[config.mk]
export PLATFORM = sky130hd
export DESIGN_NAME = wide_issue_buffer
export DESIGN_NICKNAME = d
export VERILOG_FILES = /design/src/rtl/wide_issue_buffer.sv
export SDC_FILE = /design/constraint.sdc
export NUM_CORES = 1
export LEC_CHECK = 0
export CELL_PAD_IN_SITES_DETAIL_PLACEMENT = 0
export CELL_PAD_IN_SITES_GLOBAL_PLACEMENT = 1
export CORE_MARGIN = 8
export CORE_UTILIZATION = 24
export DETAILED_ROUTE_END_ITERATION = 8
export GPL_TIMING_DRIVEN = 0
export MAX_ROUTING_LAYER = met4
export PLACE_DENSITY = 0.54
export RECOVER_POWER = 25
export SLEW_MARGIN = 20
export SYNTH_ARGS = -nofsm -noshare
export SYNTH_HDL_FRONTEND = slang
export SYNTH_SLANG_ARGS = --single-unit
[constraint.sdc]
create_clock -name clk -period 15.95 [get_ports clk]
set_input_delay 2.3925 -clock clk [delete_from_list [all_inputs] [get_ports clk]]
set_output_delay 2.3925 -clock clk [all_outputs]
set_load 0.02 [all_outputs]
[src/rtl/wide_issue_buffer.sv]
// Multi-lane circular issue buffer: up to LANES entries pushed and popped per cycle,
// with a combinational fall-through head window and a sticky overflow flag.
module wide_issue_buffer #(
  parameter int unsigned LANES  = 2,
  parameter int unsigned DEPTH  = 8,
  parameter int unsigned DATA_W = 64,
  localparam int unsigned CW = $clog2(LANES + 1),
  localparam int unsigned AW = $clog2(DEPTH),
  localparam int unsigned SW = AW + 1
) (
  input  logic                           clk,
  input  logic                           rst,
  input  logic                           flush,
  input  logic [CW-1:0]                  in_num,
  input  logic [LANES-1:0][DATA_W-1:0]   in_data,
  output logic                           in_ready,
  input  logic [CW-1:0]                  pop_num,
  output logic [LANES-1:0][DATA_W-1:0]   out_data,
  output logic [LANES-1:0]               out_valid,
  output logic [SW-1:0]                  size,
  output logic [SW-1:0]                  size_left,
  output logic                           overflow_err
);

  logic [DATA_W-1:0] mem_q [DEPTH];
  logic [AW-1:0]     hd_q, hd_d, tl_q, tl_d;
  logic [SW-1:0]     size_q, size_d;
  logic [SW-1:0]     in_num_w, pop_num_w, eff_pop, push_cnt;
  logic              ovf_q, ovf_d;
  logic              push_ok, reject;

  // Occupancy is tracked explicitly so full and empty never alias on equal pointers.
  always_comb begin
    in_num_w  = SW'(in_num);
    pop_num_w = SW'(pop_num);
    size_left = SW'(DEPTH) - size_q;
    in_ready  = in_num_w <= size_left;
    reject    = in_num_w > size_left;
    push_ok   = (in_num != '0) && in_ready && !flush;
    push_cnt  = push_ok ? in_num_w : '0;
    eff_pop   = (pop_num_w > size_q) ? size_q : pop_num_w;
    hd_d      = hd_q + eff_pop[AW-1:0];
    tl_d      = tl_q + push_cnt[AW-1:0];
    size_d    = size_q + push_cnt - eff_pop;
    ovf_d     = ovf_q | reject;
    if (flush) begin
      hd_d   = '0;
      tl_d   = '0;
      size_d = '0;
    end
  end

  always_ff @(posedge clk) begin
    if (rst) begin
      hd_q   <= '0;
      tl_q   <= '0;
      size_q <= '0;
      ovf_q  <= 1'b0;
    end else begin
      hd_q   <= hd_d;
      tl_q   <= tl_d;
      size_q <= size_d;
      ovf_q  <= ovf_d;
    end
  end

  // Entry storage carries no reset; only valid lanes are ever exposed.
  always_ff @(posedge clk) begin
    if (!rst && push_ok) begin
      for (int i = 0; i < LANES; i++) begin
        if (CW'(i) < in_num) begin
          mem_q[tl_q + AW'(i)] <= in_data[i];
        end
      end
    end
  end

  always_comb begin
    out_valid = '0;
    out_data  = '0;
    for (int i = 0; i < LANES; i++) begin
      out_valid[i] = size_q > SW'(i);
      if (out_valid[i]) begin
        out_data[i] = mem_q[hd_q + AW'(i)];
      end
    end
  end

  assign size         = size_q;
  assign overflow_err = ovf_q;

endmodule
# Yosys cells after proc, flatten, opt, wreduce, memory -nomap -nowiden
# Memory sizes are Yosys's and may differ from the RTL's. A register that Yosys moved wholly into a read port is not among the register bits.
# Index checks and enable logic that the tools add are counted.
# word_totals
reg_bits,11
mem_bits_rw,512
input_bits,135
output_inout_bits,140
wordCells,38
mem_count,1
# mem_list
name,words,word_bits,read_ports,rd_clocked_by_memory_dff,wr,line,source
mem_q,8,64,2,1,2,25,logic [DATA_W-1:0] mem_q [DEPTH];
# op_classes
add_sub_neg,7
n_lt_le_gt_ge,7
n_mux,11
bitwise_logic,1
reduce_logical,7
# ops
operator,count
two-way mux 64 bit,2
greater-than comparator 2 x 4 -> 1 bit,2
"greater-than comparator 4 x 1 -> 1 bit, second input constant",2
"adder 3 x 1 -> 3 bit, second input constant",2
two-way mux 1 bit,6
adder 4 x 2 -> 4 bit,1
<= comparator 2 x 4 -> 1 bit,1
"less-than comparator 1 x 2 -> 1 bit, first input constant",2
two-way mux 4 bit,1
subtractor 4 bit,1
"subtractor 4 bit, first input constant",1
adder 3 x 2 -> 3 bit,1
adder 3 bit,1
logical AND 1 bit,3
two-way mux 3 bit,1
logical NOT 1 bit,2
two-way mux 2 bit,1
nonzero test 2 bit,1
OR reduction 2 bit,1
OR 1 bit,1

# Longest topological paths before layout
# depth
ltp_word,7
depth_mapped,16
ltp_nobuf,15

# Least setup slack after synthesis
# OpenSTA, ideal clock, no wires.
# synth_path
path_type,input -> register
from,input in_num[1]
to,"memory mem_q[3][0], enable pin"
setup_ps,507
t_arrival_ps,6542
required_ps,15443
slack_ps,8901
path_stages,7
path_buffers,2
cell_sequence,ha_1 -> nand2b_1 -> a221o_1 -> buf_6 -> nor2_1 -> clkbuf_1 -> a21oi_1
# synth_rtl
item,line,source
from (decl),14,"input logic [CW-1:0] in_num,"
to (decl),25,

# Worst setup path after layout
# layout_path
from,input in_num[1]
to,output in_ready
# layout_between
elab_chain_cells,1
# layout_lines
item,line,source
<= comparator 2 x 4 -> 1 bit,37,in_ready = in_num_w <= size_left;
to (decl),16,"output logic in_ready,"
# Every way passes these cells.

==> impl_metrics.env <==
export IMPL_rsz0062_at_grt="false"
export IMPL_tns_ps=0
export IMPL_initial_core_util=0.240
export IMPL_finalWeightedCongestion=0.756
export IMPL_synth_edf_count=512
export IMPL_path_class="in -> out"
export IMPL_period_needed_ps=8250
export IMPL_grt_ovfl_total=0
export IMPL_layout_worst_path_cycle_share=0.517
export IMPL_syn_to_final_growth_pct=26.5
export IMPL_drt_wl_total_microns=119000
export IMPL_netlist_area_sq_um=31000
export IMPL_drive_above_1_share=0.414
export IMPL_layout_common_cells="edfxtp_1 (512), mux2_2 (424), clkdlybuf4s50_1 (264)"
export IMPL_grt_max_degree=17
export IMPL_dr_pass1_iters=7
export IMPL_cts_max_level=3
export IMPL_netlist_instances=1889
export IMPL_cts_resized=0
export IMPL_cp_end_kind="primary output"
export IMPL_nFillCells=12800
export IMPL_ant_nets=0
export IMPL_ys_types=44
export IMPL_die_y_microns=375
export IMPL_ys_seq_elements=523
export IMPL_post_cts_buffers=0
export IMPL_hp_class="reg -> reg"
export IMPL_setup_viol=0
export IMPL_mostFrequentLayoutCell="edfxtp_1"
export IMPL_place_hpwl_microns=82600
export IMPL_cts_tree="built"
export IMPL_syn_nets=2045
export IMPL_hold_buffers=0
export IMPL_vias=20000
export IMPL_die_width_microns=375
export IMPL_drt_initial_drc_count=1456
export IMPL_drv_cap=8
export IMPL_layout_setup_ws_ps=7700
export IMPL_critPathLaunchType="primary input"
export IMPL_clock_root_buffer="clkbuf_16"
export IMPL_cts_path_max_buffers=3
export IMPL_violations="max-capacitance violations, max-slew violations"
export IMPL_status="finished, violations left"
export IMPL_placed_cells=3883
export IMPL_cts_num_sinks=523
export IMPL_clk_pin_slew_worst_paths_ps=50
export IMPL_synth_main_ff_cell="edfxtp_1"
export IMPL_ioPinCount=275
export IMPL_cp_arrival_ps=5860
export IMPL_die_area_sq_um=141000
export IMPL_synth_top_area_share=0.496
export IMPL_relSlewSlack=-1.09
export IMPL_grt_pass1_vias=21800
export IMPL_grtUsageTotal=0.169
export IMPL_antenna_found_initial=18
export IMPL_final_nets=2434
export IMPL_final_cells=4026
export IMPL_synth_top_area_cell="edfxtp_1"
export IMPL_ys_warn_count=0
export IMPL_fin_skew_ps=12.7
export IMPL_drv_slew=84
export IMPL_p_per_area_nw_per_um2=154
export IMPL_clk_latency_ps=620
export IMPL_core_area_sq_um=129000
export IMPL_dpl_worst_slack_ps=7800
export IMPL_async_reset_ff_frac=0
export IMPL_vdd_drop_max_v=0.0000920
export IMPL_cts_buffers=68
export IMPL_fmax_mhz=121
export IMPL_port_buffers=274
export IMPL_tightest_slew_ps=3100
export IMPL_cp_max_fo=10
export IMPL_via_per_inst=4.96
export IMPL_power_leakage_uw=0.0127
export IMPL_drc=0
export IMPL_syn_mean_instance_area_sq_um=16.4
export IMPL_timing_hold_ws_ps=489
export IMPL_ys_seq_area_frac=0.504
export IMPL_wire_per_inst_microns=29.5
export IMPL_synth_top_cells_by_area="edfxtp_1 (50%), mux4_2 (19%), mux2_2 (15%)"
export IMPL_grt_pass1_wl_microns=165000
export IMPL_required_ps=13560
export IMPL_hold_viol=0
export IMPL_rows=132
## cell usage after synthesis, types with 2 or more instances
library cell,count
a21oi_1,74
and2_1,7
buf_1,15
buf_2,41
buf_6,31
buf_8,6
clkbuf_1,52
dfxtp_1,11
edfxtp_1,512
fa_1,3
ha_1,18
inv_1,16
mux2_1,26
mux2_2,426
mux2_4,60
mux2i_1,64
mux4_2,256
nand2_1,140
nand2b_1,2
nand3_1,3
nand4_1,2
nor2_1,78
nor2b_1,3
nor3_1,4
nor3b_1,2
o211ai_4,5
o21ai_0,3
o21ai_4,2
or2_2,2
or3_1,3
xnor2_1,5
xor2_1,5
## registers in the layout (all words and copies together), names as in the netlist
register,count
mem_q,512
hd_q,3
tl_q,3
overflow_err,1
size,4
## power breakdown
part | total, uW | internal, uW | switching, uW
clock | 1620 | 1010 | 611
combinational | 2780 | 1140 | 1630
sequential | 1620 | 1590 | 33.2
total | 6020 | 3740 | 2280
## per-stage QoR
step                      cell area (sq um)   util  power [uW]
after floorplan                       31000      -        3140
after global placement                35800  0.278        4470
after detailed placement              37100  0.288        4520
after CTS                             39400  0.306        6170
after global routing                  39200  0.304        6280
final                                 39200  0.304        6020
## critical path, cell delays in order
cell             delay, ps
dlygate4sd3_1          680
ha_1                   360
nand2b_1                60
a221o_1                310
clkbuf_1               230
nor2_1                 290
clkbuf_1               840
inv_1                  100
clkdlybuf4s50_1        580
## routing by layer
metal	GRT usage	up-vias	wire length, microns
li1	-	8468	-
met1	0.201	10700	48500
met2	0.287	643	59800
met3	0.0365	172	7500
met4	0.0504	0	3160
met5	-	-	0
## final timing paths
| check | start | endpoint | slack [ps] | depth (start not counted) |
|---|---|---|---|---|
| hold / removal | overflow_err | overflow_err | 490 | 1 |
| hold reg to reg | overflow_err | overflow_err | 490 | 1 |
| setup reg to reg | size[0] | mem_q[4][6] | 10340 | 10 |
| setup / recovery | in_num[1] | in_ready | 7700 | 9 |
## kinds of logic after synthesis
kind of cell    count (synthesis)  share of synthesized area
flops                         523                      0.504
mux                           832                      0.400
buf+inv                       162                     0.0311
xor+xnor                       11                    0.00372
simple gates                  250                     0.0330
compound gates                 90                     0.0192
fa+ha+maj                      21                    0.00921
## area by class of cell
type | instances | area (sq um) | share of cell area
clock buffers | 84 | 1880 | 0.0480
well taps | 1675 | 2100 | 0.0535
repair buffers | 319 | 3910 | 0.0999
diodes | 22 | 55.1 | 0.00141
inverters | 16 | 60.1 | 0.00153
clock inverters | 37 | 465 | 0.0119
plain buffers | 146 | 709 | 0.0181
multi-input cells | 1204 | 14400 | 0.368
flip-flops and latches | 523 | 15600 | 0.398
Power figures use the tool's default switching activity.
